**src/rtl/design_1_mul_pkg.sv**
```systemverilog
// Shared types and constants for the multiplier arbiter.
package design_1_mul_pkg;

  typedef enum logic [1:0] {
    IDLE = 2'd0,
    BUSY = 2'd1,
    RESP = 2'd2
  } state_e;

  localparam int MUL_LAT_MIN = 2;
  localparam int STAT_W      = 32;

endpackage

```
**src/rtl/design_1_mul_rr_pick.sv**
```systemverilog
// Combinational round-robin picker: first set request at or above ptr_i, wrapping.
module design_1_mul_rr_pick
  import design_1_mul_pkg::*;
#(
  parameter int NumReq  = 4,
  parameter int IdWidth = $clog2(NumReq)
) (
  input  logic [NumReq-1:0]  req_i,
  input  logic [IdWidth-1:0] ptr_i,
  output logic [NumReq-1:0]  gnt_o,
  output logic [IdWidth-1:0] idx_o,
  output logic               any_o
);

  int                 pos;
  logic [IdWidth-1:0] pos_idx;

  // Scan from the farthest offset down so the nearest hit to ptr_i wins.
  always_comb begin
    gnt_o   = '0;
    idx_o   = '0;
    any_o   = 1'b0;
    pos     = 0;
    pos_idx = '0;
    for (int k = NumReq - 1; k >= 0; k--) begin
      pos = int'(ptr_i) + k;
      if (pos >= NumReq) begin
        pos = pos - NumReq;
      end
      pos_idx = IdWidth'(pos);
      if (req_i[pos_idx]) begin
        gnt_o          = '0;
        gnt_o[pos_idx] = 1'b1;
        idx_o          = pos_idx;
        any_o          = 1'b1;
      end
    end
  end

endmodule

```
**src/rtl/design_1_mul_arbiter.sv**
```systemverilog
// Round-robin shared unsigned multiplier, one op in flight, fixed latency, valid/ready result.
// Optional MUL_ARB_STATS_EN adds saturating op_count_o / stall_count_o outputs.
module design_1_mul_arbiter
  import design_1_mul_pkg::*;
#(
  parameter int DataWidth  = 32,
  parameter int NumReq     = 4,
  parameter int MulLatency = 3,
  parameter int IdWidth    = $clog2(NumReq)
) (
  input  logic                        clk,
  input  logic                        rst_n,
  input  logic [NumReq-1:0]           req_valid_i,
  input  logic [NumReq*DataWidth-1:0] req_a_i,
  input  logic [NumReq*DataWidth-1:0] req_b_i,
  output logic [NumReq-1:0]           req_ready_o,
  output logic                        rsp_valid_o,
  input  logic                        rsp_ready_i,
  output logic [2*DataWidth-1:0]      rsp_product_o,
  output logic [IdWidth-1:0]          rsp_id_o,
  output logic                        busy_o
`ifdef MUL_ARB_STATS_EN
  ,
  output logic [STAT_W-1:0]           op_count_o,
  output logic [STAT_W-1:0]           stall_count_o
`endif
);

  localparam int CntW = (MulLatency > MUL_LAT_MIN) ? $clog2(MulLatency - 1) : 1;
  localparam logic [CntW-1:0] CntInit = CntW'(MulLatency - MUL_LAT_MIN);

  state_e                 state_q, state_d;
  logic [IdWidth-1:0]     rr_ptr_q, rr_ptr_d;
  logic [CntW-1:0]        cnt_q, cnt_d;
  logic [DataWidth-1:0]   a_q, a_d, b_q, b_d;
  logic [2*DataWidth-1:0] product_q, product_d;
  logic [IdWidth-1:0]     id_q, id_d;

  logic [NumReq-1:0]      gnt;
  logic [IdWidth-1:0]     gnt_idx;
  logic                   any_valid;
  logic                   accept;
  logic [DataWidth-1:0]   ops_a [NumReq];
  logic [DataWidth-1:0]   ops_b [NumReq];
  logic [2*DataWidth-1:0] mul_res;

  genvar gi;
  generate
    for (gi = 0; gi < NumReq; gi++) begin : g_unpack
      assign ops_a[gi] = req_a_i[gi*DataWidth +: DataWidth];
      assign ops_b[gi] = req_b_i[gi*DataWidth +: DataWidth];
    end
  endgenerate

  design_1_mul_rr_pick #(
    .NumReq (NumReq),
    .IdWidth(IdWidth)
  ) u_pick (
    .req_i (req_valid_i),
    .ptr_i (rr_ptr_q),
    .gnt_o (gnt),
    .idx_o (gnt_idx),
    .any_o (any_valid)
  );

  assign mul_res = (2*DataWidth)'(a_q) * (2*DataWidth)'(b_q);

  always_comb begin
    state_d   = state_q;
    rr_ptr_d  = rr_ptr_q;
    cnt_d     = cnt_q;
    a_d       = a_q;
    b_d       = b_q;
    product_d = product_q;
    id_d      = id_q;
    accept    = 1'b0;
    case (state_q)
      IDLE: begin
        if (any_valid) begin
          accept   = 1'b1;
          a_d      = ops_a[gnt_idx];
          b_d      = ops_b[gnt_idx];
          id_d     = gnt_idx;
          rr_ptr_d = (gnt_idx == IdWidth'(NumReq - 1)) ? '0 : gnt_idx + 1'b1;
          cnt_d    = CntInit;
          state_d  = BUSY;
        end
      end
      BUSY: begin
        if (cnt_q == '0) begin
          product_d = mul_res;
          state_d   = RESP;
        end else begin
          cnt_d = cnt_q - 1'b1;
        end
      end
      RESP: begin
        if (rsp_ready_i) begin
          state_d = IDLE;
        end
      end
      default: state_d = IDLE;
    endcase
  end

  always_ff @(posedge clk or negedge rst_n) begin
    if (!rst_n) begin
      state_q   <= IDLE;
      rr_ptr_q  <= '0;
      cnt_q     <= '0;
      a_q       <= '0;
      b_q       <= '0;
      product_q <= '0;
      id_q      <= '0;
    end else begin
      state_q   <= state_d;
      rr_ptr_q  <= rr_ptr_d;
      cnt_q     <= cnt_d;
      a_q       <= a_d;
      b_q       <= b_d;
      product_q <= product_d;
      id_q      <= id_d;
    end
  end

  // Grant is combinational, so it must be masked while reset is held.
  assign req_ready_o   = (accept && rst_n) ? gnt : '0;
  assign rsp_valid_o   = (state_q == RESP);
  assign busy_o        = (state_q != IDLE);
  assign rsp_product_o = product_q;
  assign rsp_id_o      = id_q;

`ifdef MUL_ARB_STATS_EN
  logic [STAT_W-1:0] op_count_q, stall_count_q;

  always_ff @(posedge clk or negedge rst_n) begin
    if (!rst_n) begin
      op_count_q    <= '0;
      stall_count_q <= '0;
    end else begin
      if (rsp_valid_o && rsp_ready_i && (op_count_q != '1)) begin
        op_count_q <= op_count_q + 1'b1;
      end
      if (rsp_valid_o && !rsp_ready_i && (stall_count_q != '1)) begin
        stall_count_q <= stall_count_q + 1'b1;
      end
    end
  end

  assign op_count_o    = op_count_q;
  assign stall_count_o = stall_count_q;
`endif

endmodule

```
**config.mk**
```make
export PLATFORM = sky130hd
export DESIGN_NAME = design_1_mul_arbiter
export DESIGN_NICKNAME = d
export VERILOG_FILES = /design/src/rtl/design_1_mul_pkg.sv /design/src/rtl/design_1_mul_rr_pick.sv /design/src/rtl/design_1_mul_arbiter.sv
export SDC_FILE = /design/constraint.sdc
export NUM_CORES = 2
export LEC_CHECK = 0
export ABC_AREA = 1
export BUFFER_PORTS_ARGS = -buffer_cell sky130_fd_sc_hd__clkbuf_2
export CORE_UTILIZATION = 50
export CTS_CLUSTER_SIZE = 40
export DETAILED_ROUTE_END_ITERATION = 8
export GPL_ROUTABILITY_DRIVEN = 0
export PLACE_DENSITY = 0.68
export SYNTH_ARGS = -nofsm -noshare
export SYNTH_HDL_FRONTEND = slang
export SYNTH_SLANG_ARGS = --single-unit
```
**constraint.sdc**
```tcl
create_clock -name clk -period 9.2 [get_ports clk]
set_input_delay 0.46 -clock clk [delete_from_list [all_inputs] [get_ports clk]]
set_output_delay 0.46 -clock clk [all_outputs]
set_load 0.05 [all_outputs]
```
==> impl_metrics.py <==
metrics = {
    "synth": {
        "syn_area_per_cell_sq_um": 7.19,
        "synth_cell_types": 35,
        "yosysSeqAreaShare": 0.0770,
        "ys_ff_latch": 135,
        "yosys-top-cells-area": "fa_1 41%, nand2_1 17%, inv_1 15%",
        "muxShareOfSynthArea": 0,
        "synth_nets": 7529,
        "synth_compound_area_frac": 0.0147,
        "synth_largest_type_area_fraction": 0.409,
        "synth_warnings": 0,
        "synth-main-ff-cell": "dfrtp_1",
        "synth-xor-area-share": 0.00599,
        "syn_area_sq_um": 43900,
        "synth_edf_count": 0,
        "synth_top_family_by_area": "adder cells",
        "synthSimpleGateAreaFrac": 0.232,
        "yosysTopAreaCell": "fa_1",
        "netlist_instances": 6100,
        "yosys.area_share.adder": 0.486,
        "synth_async_sr_flop_share": 1.00,
    },
    "worst_setup_path": {
        "cp_max_fo": 18,
        "critPathRequiredTime_ns": 9.58,
        "worstSetupPathType": "reg -> reg",
        "r2r_cells": 27,
        "end_kind": "register",
        "reg2reg_to": "rsp_product_o[36]$_DFFE_PN0P_",
        "rr_startpoint": "a_q[25]$_DFFE_PN0P_",
        "crit_arrival_ns": 8.23,
        "reg2reg_slack_ns": 1.35,
        "critPathLaunchType": "register",
    },
    "timing": {
        "setup_tns_ns": 0,
        "rsz0062_at_grt": "no",
        "tightest_slew_ns": 1.16,
        "slew_headroom": 0.225,
        "finalMaxSlewViolations": 0,
        "final.period_utilization": 0.853,
        "finalSetupViolCount": 0,
        "finalHoldViolations": 0,
        "fmax_ghz": 0.127,
        "clock_skew_ns": 0.0146,
        "period_minus_slack_ns": 7.85,
    },
    "cts": {
        "cts_buffers": 17,
        "post_cts_buffers": 0,
        "cts_sinks": 135,
        "post_cts_resized": 0,
        "root_buffer": "clkbuf_16",
        "worst_skew_pair.late_latency_ns": 0.50,
        "cts_tree": "built",
        "clock_path_buffers": 2,
        "htree_levels": 4,
        "clkTransAtPathRegs_ns": 0.07,
        "hold_buffers": 1,
    },
    "placement": {
        "dpl.hpwl_microns": 107000,
        "placement.io_buffers": 334,
    },
    "final_layout": {
        "drive_gt1_frac": 0.0771,
        "area_growth_pct": 6.91,
        "nets": 7639,
    },
    "drt": {
        "drtPass1Iterations": 6,
        "post_drt_wl_per_cell_microns": 17.4,
        "vias": 37400,
        "antenna_left": 0,
        "via_per_inst": 5.07,
        "drt_iter0_drc": 3119,
        "drt-total-wl_microns": 128000,
        "drc": 0,
    },
    "min_path": {
        "hold_path_depth": 2,
        "holdPathEnd": "state_q[1]$_DFFE_PN0P_",
        "hp-class": "in -> reg",
        "worst_hold_startpoint": "rsp_ready_i",
    },
    "grt": {
        "grt_max_degree": 108,
        "track_usage": 0.303,
        "grt.overflow.total": 0,
        "antenna_found_initial": 1,
        "grt_pass1_vias": 38900,
        "grt_first_pass_wirelength_microns": 210000,
    },
    "floorplan": {
        "initial_core_util": 0.506,
        "core.rowCount": 108,
        "die_h_microns": 298,
        "core_sq_um": 86800,
        "die-area_sq_um": 88900,
        "pin_count": 335,
        "fp.dieW_microns": 298,
    },
    "run_status": {
        "status": "complete, no violations",
    },
    "run": {
        "maxCapViolCount": 0,
    },
}
==> how the worst max path moves through the flow <==
stage	start	endpoint	slack, ns	cells past startpoint
after global routing	a_q[25]$_DFFE_PN0P_	rsp_product_o[62]$_DFFE_PN0P_	1.13	25
after global placement	a_q[24]$_DFFE_PN0P_	rsp_product_o[54]$_DFFE_PN0P_	1.53	26
after floorplan	a_q[17]$_DFFE_PN0P_	rsp_product_o[61]$_DFFE_PN0P_	2.82	30
after detailed placement	a_q[21]$_DFFE_PN0P_	rsp_product_o[36]$_DFFE_PN0P_	1.52	27
final	a_q[25]$_DFFE_PN0P_	rsp_product_o[36]$_DFFE_PN0P_	1.35	27
after CTS	a_q[21]$_DFFE_PN0P_	rsp_product_o[54]$_DFFE_PN0P_	1.46	26
==> worst max-delay path, cell delays in order, from the launching register on <==
cell     delay [ns]
dfrtp_1        0.98
buf_4          0.40
nand2_1        0.08
inv_1          0.10
fa_1           0.45
fa_1           0.55
inv_1          0.06
fa_1           0.53
inv_1          0.05
fa_1           0.48
fa_1           0.61
fa_1           0.46
fa_1           0.50
inv_1          0.06
fa_1           0.49
inv_1          0.04
ha_1           0.41
nand2_1        0.13
nor2_1         0.15
inv_1          0.08
nor2_1         0.20
inv_1          0.13
nor2_1         0.19
o21ai_0        0.21
nand3_1        0.11
nand2_1        0.05
nand3_1        0.11
nand2_1        0.07
==> cell type report <==
| class | count | area (sq um) |
|---|---|---|
| fillers | 8315 | 39900 |
| multi-input cells | 3837 | 32400 |
| inverters | 1795 | 6740 |
| flip-flops and latches | 135 | 3380 |
| repair buffers | 424 | 2360 |
| well taps | 1155 | 1450 |
| clock buffers | 18 | 439 |
| clock inverters | 13 | 123 |
| diodes | 1 | 2.50 |
==> per-stage QoR <==
stage	instance area [sq um]	setup slack [ns]	std cells	hold WS (ns)	util
global placement	46300	1.53	7345	0.300	0.534
CTS	46900	1.46	7377	0.108	0.540
detailed placement	46300	1.52	7345	0.304	0.534
finish	46900	1.35	7378	0.132	0.540
floorplan	43900	2.82	6100	0.164	-
global route	46900	1.13	7378	0.141	0.540
==> cell usage after synthesis (3+ instances only) <==
library cell	number
buf_6	6
xnor2_1	27
or2_2	5
clkbuf_1	284
o21ai_0	38
buf_2	36
and3_1	4
nand2_2	6
nor2_1	117
and2_1	3
dfrtp_1	135
inv_1	1789
ha_1	270
nand2_1	1963
fa_1	896
xor2_1	3
o211ai_1	12
inv_2	6
nor3_1	10
o21bai_1	7
nand3b_1	25
or2_1	11
buf_1	6
nand4_1	11
a21oi_1	57
nor4_1	3
nand3_1	360
==> layout by cell type, fill, tap and decap left out, types with 3 or more instances in the layout <==
master / count
nand4_1: 11
nand3_1: 360
nand3b_1: 25
inv_2: 6
buf_4: 89
a21oi_1: 57
nand2_2: 8
clkinvlp_4: 4
nor3_1: 10
o21ai_0: 38
xor2_1: 3
or2_2: 5
o21bai_1: 7
fa_1: 896
or2_1: 11
clkbuf_16: 17
and2_1: 3
and3_1: 4
dfrtp_1: 133
inv_6: 4
ha_1: 270
inv_1: 1789
nor4_1: 3
o211ai_1: 12
nand2_1: 1961
nor2_1: 116
clkbuf_2: 333
xnor2_1: 27
==> kinds of logic after synthesis <==
family / Yosys count
xor+xnor: 30
simple gates: 2523
flops: 135
buf+inv: 2128
fa+ha+maj: 1166
compound gates: 118
==> metal layers <==
metal	global-route usage	vias up	share of wire	routed length, microns
li1	-	17300	-	-
met3	0.0772	265	0.11	13600
met4	0.0991	2	0.033	4220
met5	0.00487	-	0.00048	61
met2	0.471	1716	0.45	57300
met1	0.412	18100	0.41	53200
==> registers in the layout, summed over array words and instances (netlist names) <==
name,flops
cnt_q,1
rsp_product_o,64
state_q,2
rsp_id_o,2
rr_ptr_q,2
a_q,32
b_q,32
Power is not shown: default switching activity piles up to over one toggle a cycle in this logic, so the estimate is an artifact.
